[src/rtl/imul_sequencer.sv]
// imul_sequencer: multi-cycle shift-add multiplier controller for the IMUL opcode.
// Latches two WIDTH-bit operands on a start request, iterates one partial
// product per cycle, and presents a 2*WIDTH-bit product with a one-cycle
// write strobe for the 32-bit data RAM.
// Optional build macro: IMUL_EARLY_EXIT_EN -- finish as soon as the remaining
// multiplier bits are all zero (variable latency, identical results).
module imul_sequencer #(
   parameter int WIDTH = 16
) (
   input  logic                 Clock,
   input  logic                 Reset,
   input  logic                 iStart,
   input  logic                 iSigned,
   input  logic [WIDTH-1:0]     iA,
   input  logic [WIDTH-1:0]     iB,
   output logic                 oBusy,
   output logic                 oStall,
   output logic                 oDone,
   output logic                 oWriteEnable32,
   output logic [2*WIDTH-1:0]   oResult
);

   localparam int CW = (WIDTH > 2) ? $clog2(WIDTH) : 1;
   localparam logic [CW-1:0]      LAST_ITER = CW'(WIDTH - 1);
   localparam logic [CW-1:0]      ONE_CNT   = CW'(1);
   localparam logic [WIDTH-1:0]   ONE_W     = WIDTH'(1);
   localparam logic [2*WIDTH-1:0] ONE_2W    = (2*WIDTH)'(1);

   typedef enum logic [1:0] {
      IDLE = 2'd0,
      RUN  = 2'd1,
      DONE = 2'd2
   } state_t;

   state_t               stateReg;
   logic [2*WIDTH-1:0]   mcandReg;
   logic [2*WIDTH-1:0]   accReg;
   logic [2*WIDTH-1:0]   resultReg;
   logic [WIDTH-1:0]     mplierReg;
   logic [CW-1:0]        countReg;
   logic                 negReg;

   logic [WIDTH-1:0]     magA;
   logic [WIDTH-1:0]     magB;
   logic [2*WIDTH-1:0]   accSum;
   logic [2*WIDTH-1:0]   finalProd;
   logic [WIDTH-1:0]     mplierShift;
   logic                 lastIter;

   // Operand magnitudes; the most negative value maps onto 2^(WIDTH-1), which
   // still fits in WIDTH unsigned bits, so no extra bit is needed.
   assign magA = (iSigned && iA[WIDTH-1]) ? (~iA + ONE_W) : iA;
   assign magB = (iSigned && iB[WIDTH-1]) ? (~iB + ONE_W) : iB;

   // One partial product per cycle, and the sign-corrected product of the
   // final iteration so the result register loads on the DONE entry edge.
   assign accSum      = accReg + (mplierReg[0] ? mcandReg : '0);
   assign mplierShift = mplierReg >> 1;
   assign finalProd   = negReg ? (~accSum + ONE_2W) : accSum;

`ifdef IMUL_EARLY_EXIT_EN
   // Stop once no set multiplier bits remain after this cycle's shift.
   assign lastIter = (countReg == LAST_ITER) || (mplierShift == '0);
`else
   assign lastIter = (countReg == LAST_ITER);
`endif

   // Control FSM plus datapath registers; reset wins over a same-edge start.
   always_ff @(posedge Clock) begin
      if (Reset) begin
         stateReg  <= IDLE;
         mcandReg  <= '0;
         mplierReg <= '0;
         accReg    <= '0;
         countReg  <= '0;
         negReg    <= 1'b0;
         resultReg <= '0;
      end else begin
         case (stateReg)
            IDLE: begin
               if (iStart) begin
                  mcandReg  <= {{WIDTH{1'b0}}, magA};
                  mplierReg <= magB;
                  accReg    <= '0;
                  negReg    <= iSigned & (iA[WIDTH-1] ^ iB[WIDTH-1]);
                  countReg  <= '0;
                  stateReg  <= RUN;
               end
            end
            RUN: begin
               accReg    <= accSum;
               mcandReg  <= mcandReg << 1;
               mplierReg <= mplierShift;
               countReg  <= countReg + ONE_CNT;
               if (lastIter) begin
                  resultReg <= finalProd;
                  stateReg  <= DONE;
               end
            end
            DONE: begin
               stateReg <= IDLE;
            end
            default: begin
               stateReg <= IDLE;
            end
         endcase
      end
   end

   // Flags decode straight from the state register; only the stall request
   // looks at iStart so fetch freezes in the very cycle the request appears.
   assign oBusy          = (stateReg != IDLE);
   assign oDone          = (stateReg == DONE);
   assign oWriteEnable32 = (stateReg == DONE);
   assign oStall         = ((stateReg == IDLE) && iStart) || (stateReg == RUN);
   assign oResult        = resultReg;

endmodule

[config.mk]
export PLATFORM = sky130hd
export DESIGN_NAME = imul_sequencer
export DESIGN_NICKNAME = d
export VERILOG_FILES = /design/src/rtl/imul_sequencer.sv
export SDC_FILE = /design/constraint.sdc
export NUM_CORES = 1
export LEC_CHECK = 0
export ABC_AREA = 1
export BUFFER_PORTS_ARGS = -buffer_cell sky130_fd_sc_hd__buf_2
export CAP_MARGIN = 20
export CORE_ASPECT_RATIO = 0.6
export CORE_MARGIN = 3
export CORE_UTILIZATION = 55
export DETAILED_ROUTE_END_ITERATION = 8
export PLACE_DENSITY = 0.72
export SYNTH_ARGS = -nofsm -noshare
export SYNTH_HDL_FRONTEND = slang
export SYNTH_SLANG_ARGS = --single-unit
export TNS_END_PERCENT = 5
[constraint.sdc]
create_clock -name Clock -period 3.25 [get_ports Clock]
set_input_delay 0.325 -clock Clock [delete_from_list [all_inputs] [get_ports Clock]]
set_output_delay 0.325 -clock Clock [all_outputs]
set_load 0.02 [all_outputs]
==> metrics.txt <==
# TYPE chip_impl_metric gauge
chip_impl_info{name="status",value="completed"} 1
chip_impl_metric{name="die_height",unit="µm"} 104.1
chip_impl_metric{name="number_of_global_route_vias_before_repair",unit=""} 8606
chip_impl_metric{name="leakagePower",unit="µW"} 0.005103
chip_impl_metric{name="grt_first_pass_wirelength",unit="µm"} 44790
chip_impl_info{name="worst_hold_startpoint",value="iA[0]"} 1
chip_impl_metric{name="placeableCoreArea",unit="µm²"} 15500
chip_impl_metric{name="synth.cell_area",unit="µm²"} 8820
chip_impl_metric{name="drtAntennaViolNets",unit=""} 0
chip_impl_metric{name="async_reset_ff_share",unit="%"} 0
chip_impl_metric{name="final_layout_size_suffix_gt1_share",unit="%"} 15.12
chip_impl_metric{name="num_rows",unit=""} 35
chip_impl_metric{name="p_sw_share",unit="%"} 30.30
chip_impl_metric{name="yosysUniqueCellTypes",unit=""} 44
chip_impl_metric{name="routed-via-count",unit=""} 9621
chip_impl_metric{name="number_of_enable_flip_flop_cells_after_synthesis",unit=""} 0
chip_impl_info{name="ys_top_cells_by_count",value="nand2_1, inv_1, dfxtp_1, a21oi_1, nand3_1"} 1
chip_impl_metric{name="clock_sinks",unit=""} 119
chip_impl_metric{name="clock_latency",unit="ns"} 0.43
chip_impl_metric{name="cells_after_synthesis",unit=""} 1508
chip_impl_metric{name="drc",unit=""} 0
chip_impl_metric{name="global_route.overflow_total",unit=""} 0
chip_impl_info{name="synth_top_area_cells",value="dfxtp_1, nand2_1, inv_1, a21oi_1, nand3_1"} 1
chip_impl_metric{name="finalHoldWorstSlack",unit="ns"} 0.1736
chip_impl_metric{name="ios",unit=""} 72
chip_impl_metric{name="net-switching-power",unit="µW"} 1149
chip_impl_metric{name="yosysSeqAreaShare",unit="%"} 27.01
chip_impl_metric{name="clockPowerShare",unit="%"} 47.0
chip_impl_metric{name="die-area",unit="µm²"} 17640
chip_impl_metric{name="first_drt_pass_iteration_count",unit=""} 6
chip_impl_metric{name="combinationalPowerShare",unit="%"} 12.9
chip_impl_metric{name="vdd_drop_max",unit="V"} 0.0003136
chip_impl_metric{name="place.detailed.hpwl",unit="µm"} 20960
chip_impl_metric{name="power.internal",unit="µW"} 2642
chip_impl_metric{name="period_minus_slack",unit="ns"} 3.011
chip_impl_metric{name="place.port_buffers",unit=""} 71
chip_impl_metric{name="drt-initial-drc-count",unit=""} 1011
chip_impl_metric{name="overall_global_routing_resource_usage",unit="%"} 31.51
chip_impl_metric{name="synth-warning-count",unit=""} 0
chip_impl_metric{name="worstPathMaxFanout",unit=""} 15
chip_impl_metric{name="ys_seq_elements",unit=""} 119
chip_impl_metric{name="post-cts-setup-buffers",unit=""} 0
chip_impl_metric{name="post_synth.cell_area_avg",unit="µm²"} 5.849
chip_impl_info{name="synth_ff_type",value="dfxtp_1"} 1
chip_impl_metric{name="worst-endpoint-required",unit="ns"} 3.58
chip_impl_metric{name="finalWeightedCongestion",unit=""} 0.9584
chip_impl_metric{name="ant_diodes",unit=""} 0
chip_impl_metric{name="cts-buffers-inserted",unit=""} 17
chip_impl_metric{name="synthDominantCellAreaShare",unit="%"} 27.01
chip_impl_info{name="worst_setup_path_start_kind",value="register"} 1
chip_impl_metric{name="finClkSkew",unit="ns"} 0.01841
chip_impl_metric{name="totalNegativeSetupSlack",unit="ns"} 0
chip_impl_metric{name="timing_worst_slew_pin_value",unit="ns"} 1.026
chip_impl_metric{name="start_util",unit="%"} 56.89
chip_impl_metric{name="number_of_failing_setup_endpoints_in_the_final_timing_report",unit=""} 0
chip_impl_metric{name="r2r_cells",unit=""} 19
chip_impl_metric{name="design.final.nets",unit=""} 1633
chip_impl_metric{name="cts-htree-levels",unit=""} 4
chip_impl_metric{name="final-instance-count-excl-fill",unit=""} 1777
chip_impl_metric{name="place.detailed.instances",unit=""} 1744
chip_impl_metric{name="ctsLongestPathBuffers",unit=""} 2
chip_impl_info{name="synth_top_area_cell",value="dfxtp_1"} 1
chip_impl_metric{name="timing.final.crit_share",unit="%"} 92.65
chip_impl_metric{name="die_width",unit="µm"} 169.5
chip_impl_metric{name="power.share.sequential",unit="%"} 40.2
chip_impl_metric{name="critical_path_arrival",unit="ns"} 3.34
chip_impl_info{name="regToRegStartpoint",value="mplierReg[0]"} 1
chip_impl_metric{name="slew_headroom",unit="%"} 31.58
chip_impl_metric{name="finalCoreUtilization",unit="%"} 64.54
chip_impl_metric{name="cellPowerDensity",unit="nW/µm²"} 378.8
chip_impl_metric{name="grt_antenna_before_repair",unit=""} 0
chip_impl_metric{name="area_delta_synth_final",unit="%"} 13.45
chip_impl_metric{name="drv_cap",unit=""} 0
chip_impl_metric{name="vias_per_cell",unit=""} 5.414
chip_impl_info{name="cts_tree",value="done"} 1
chip_impl_metric{name="seqCellArea",unit="µm²"} 2386
chip_impl_metric{name="multi_input_comb_area",unit="µm²"} 5485
chip_impl_metric{name="nFillCells",unit=""} 1534
chip_impl_info{name="synthMostInstantiatedCell",value="nand2_1"} 1
chip_impl_metric{name="maximum_number_of_pins_on_one_net_before_global_route_repair",unit=""} 93
chip_impl_metric{name="finalHoldViolCount",unit=""} 0
chip_impl_metric{name="syn_nets",unit=""} 1580
chip_impl_metric{name="finalMaxSlewViolations",unit=""} 0
chip_impl_info{name="critPathKind",value="register to register"} 1
chip_impl_info{name="critical_register_to_register_path_endpoint",value="oResult[27]"} 1
chip_impl_info{name="cp-end-kind",value="register"} 1
chip_impl_metric{name="drt_wl_total",unit="µm"} 27600
chip_impl_metric{name="clk_transition_reported_paths",unit="ns"} 0.06
chip_impl_metric{name="min_delay_path_depth",unit=""} 3
chip_impl_info{name="clock_tree_root_buffer_cell",value="clkbuf_16"} 1
chip_impl_metric{name="avgRoutedWirePerCell",unit="µm"} 15.53
chip_impl_info{name="worst_hold_path.endpoint",value="mcandReg[0]"} 1
chip_impl_info{name="worstHoldPathType",value="primary input to register"} 1
chip_impl_metric{name="clock.fmax",unit="GHz"} 0.3321
chip_impl_metric{name="regToRegSetupSlack",unit="ns"} 0.24
## area by class of cell
cell class	instances	share of cell area, %
repair buffers	87	5.052
multi-input cells	1114	54.82
clock inverters	14	1.125
inverters	222	8.328
clock buffers	18	4.289
flip-flops and latches	119	23.85
well taps	203	2.538
## worst max-delay path, stage by stage, from the launching register on
cell,delay (ns)
dfxtp_4,0.38
buf_12,0.15
nand2_1,0.07
inv_1,0.04
ha_1,0.40
nand2_1,0.18
nor2_2,0.18
nand3_1,0.15
nand3_2,0.15
nand3_1,0.12
nand2_1,0.08
nand2_1,0.05
nand2_1,0.20
nand3_1,0.20
nor2_1,0.16
nand3_1,0.13
nand3_1,0.09
nand3_1,0.08
nand2_1,0.07
inv_1,0.04
## through the flow
stage | total power [µW] | setup slack (ns) | cell area (µm²)
floorplan | 1887 | 0.3808 | 8820
global placement | 2019 | 0.1958 | 9356
detailed placement | 2027 | 0.1841 | 9356
CTS | 3791 | 0.1029 | 9898
global route | 3934 | -0.004577 | 10010
finish | 3791 | 0.2388 | 10010
## routing by layer
metal	global-route usage (%)	up-vias	part of all wire (%)
li1	-	4860	-
met1	52.38	4349	51
met2	39.05	395	36
met3	9.533	17	12
met4	4.317	0	0.59
met5	0	-	0
## placed cells by master, fill, tap and decap left out, types with 3 or more instances in the layout
cell       netlist  routed
nor2_4           3       5
inv_1          203     203
a31oi_1         37      37
a21oi_1        101      99
nand3_1        101     101
ha_2             0       8
nand2_2         33      42
inv_6            0       6
o221ai_1         3       3
clkbuf_16        0      18
a21oi_2          4       6
ha_1            35      27
o21ai_0         59      59
clkinv_4         0       3
or2_2            4       4
xor2_1          12      12
dfxtp_1        119     118
nand4_1         10      10
nand2_1        550     541
buf_4            1      14
nor3_1          11      11
nand2_4          3       3
clkinv_2         0       3
nand3_2          7       7
nor2_1         100      90
nor2_2          11      19
inv_2           18      18
buf_2            2      71
xnor2_1          3       3
nand3b_1         7       7
## kinds of logic (layout without fill, tap and decap cells)
kind of cell | after synthesis | after routing | share of synthesized area, %
adder cells (fa/ha/maj) | 36 | 36 | 5.192
flip-flops | 119 | 119 | 27.01
XOR/XNOR | 15 | 15 | 1.490
buffers and inverters | 275 | 341 | 11.86
AO/OA/AOI/OAI | 215 | 215 | 13.34
AND/OR/NAND/NOR | 848 | 848 | 41.11
## worst max-delay path by stage
stage | endpoint | from | slack [ns]
floorplan | oResult[30] | mplierReg[0] | 0.38
global placement | oResult[27] | mplierReg[0] | 0.20
detailed placement | oResult[27] | mplierReg[0] | 0.18
CTS | oResult[27] | mplierReg[0] | 0.10
global route | oResult[27] | mplierReg[0] | -0.005
finish | oResult[27] | mplierReg[0] | 0.24
## sequential cells by signal, summed over array words and instances, names as in the netlist
name	cells
negReg	1
mcandReg	32
accReg	32
stateReg	2
mplierReg	16
oResult	32
countReg	4
## power by group through the flow
stage	registers (µW)	logic [µW]	clock network (µW)
after global placement	1550	466	0
final	1520	487	1780
after global routing	1530	545	1860
after detailed placement	1550	474	0
after CTS	1520	477	1790
after floorplan	1550	341	0
## timing repair
action,4_1_cts,5_1_grt
hold buffers,0,0
setup endpoints to repair,0,15
resized for setup,0,31
Power figures use the tool's default switching activity.
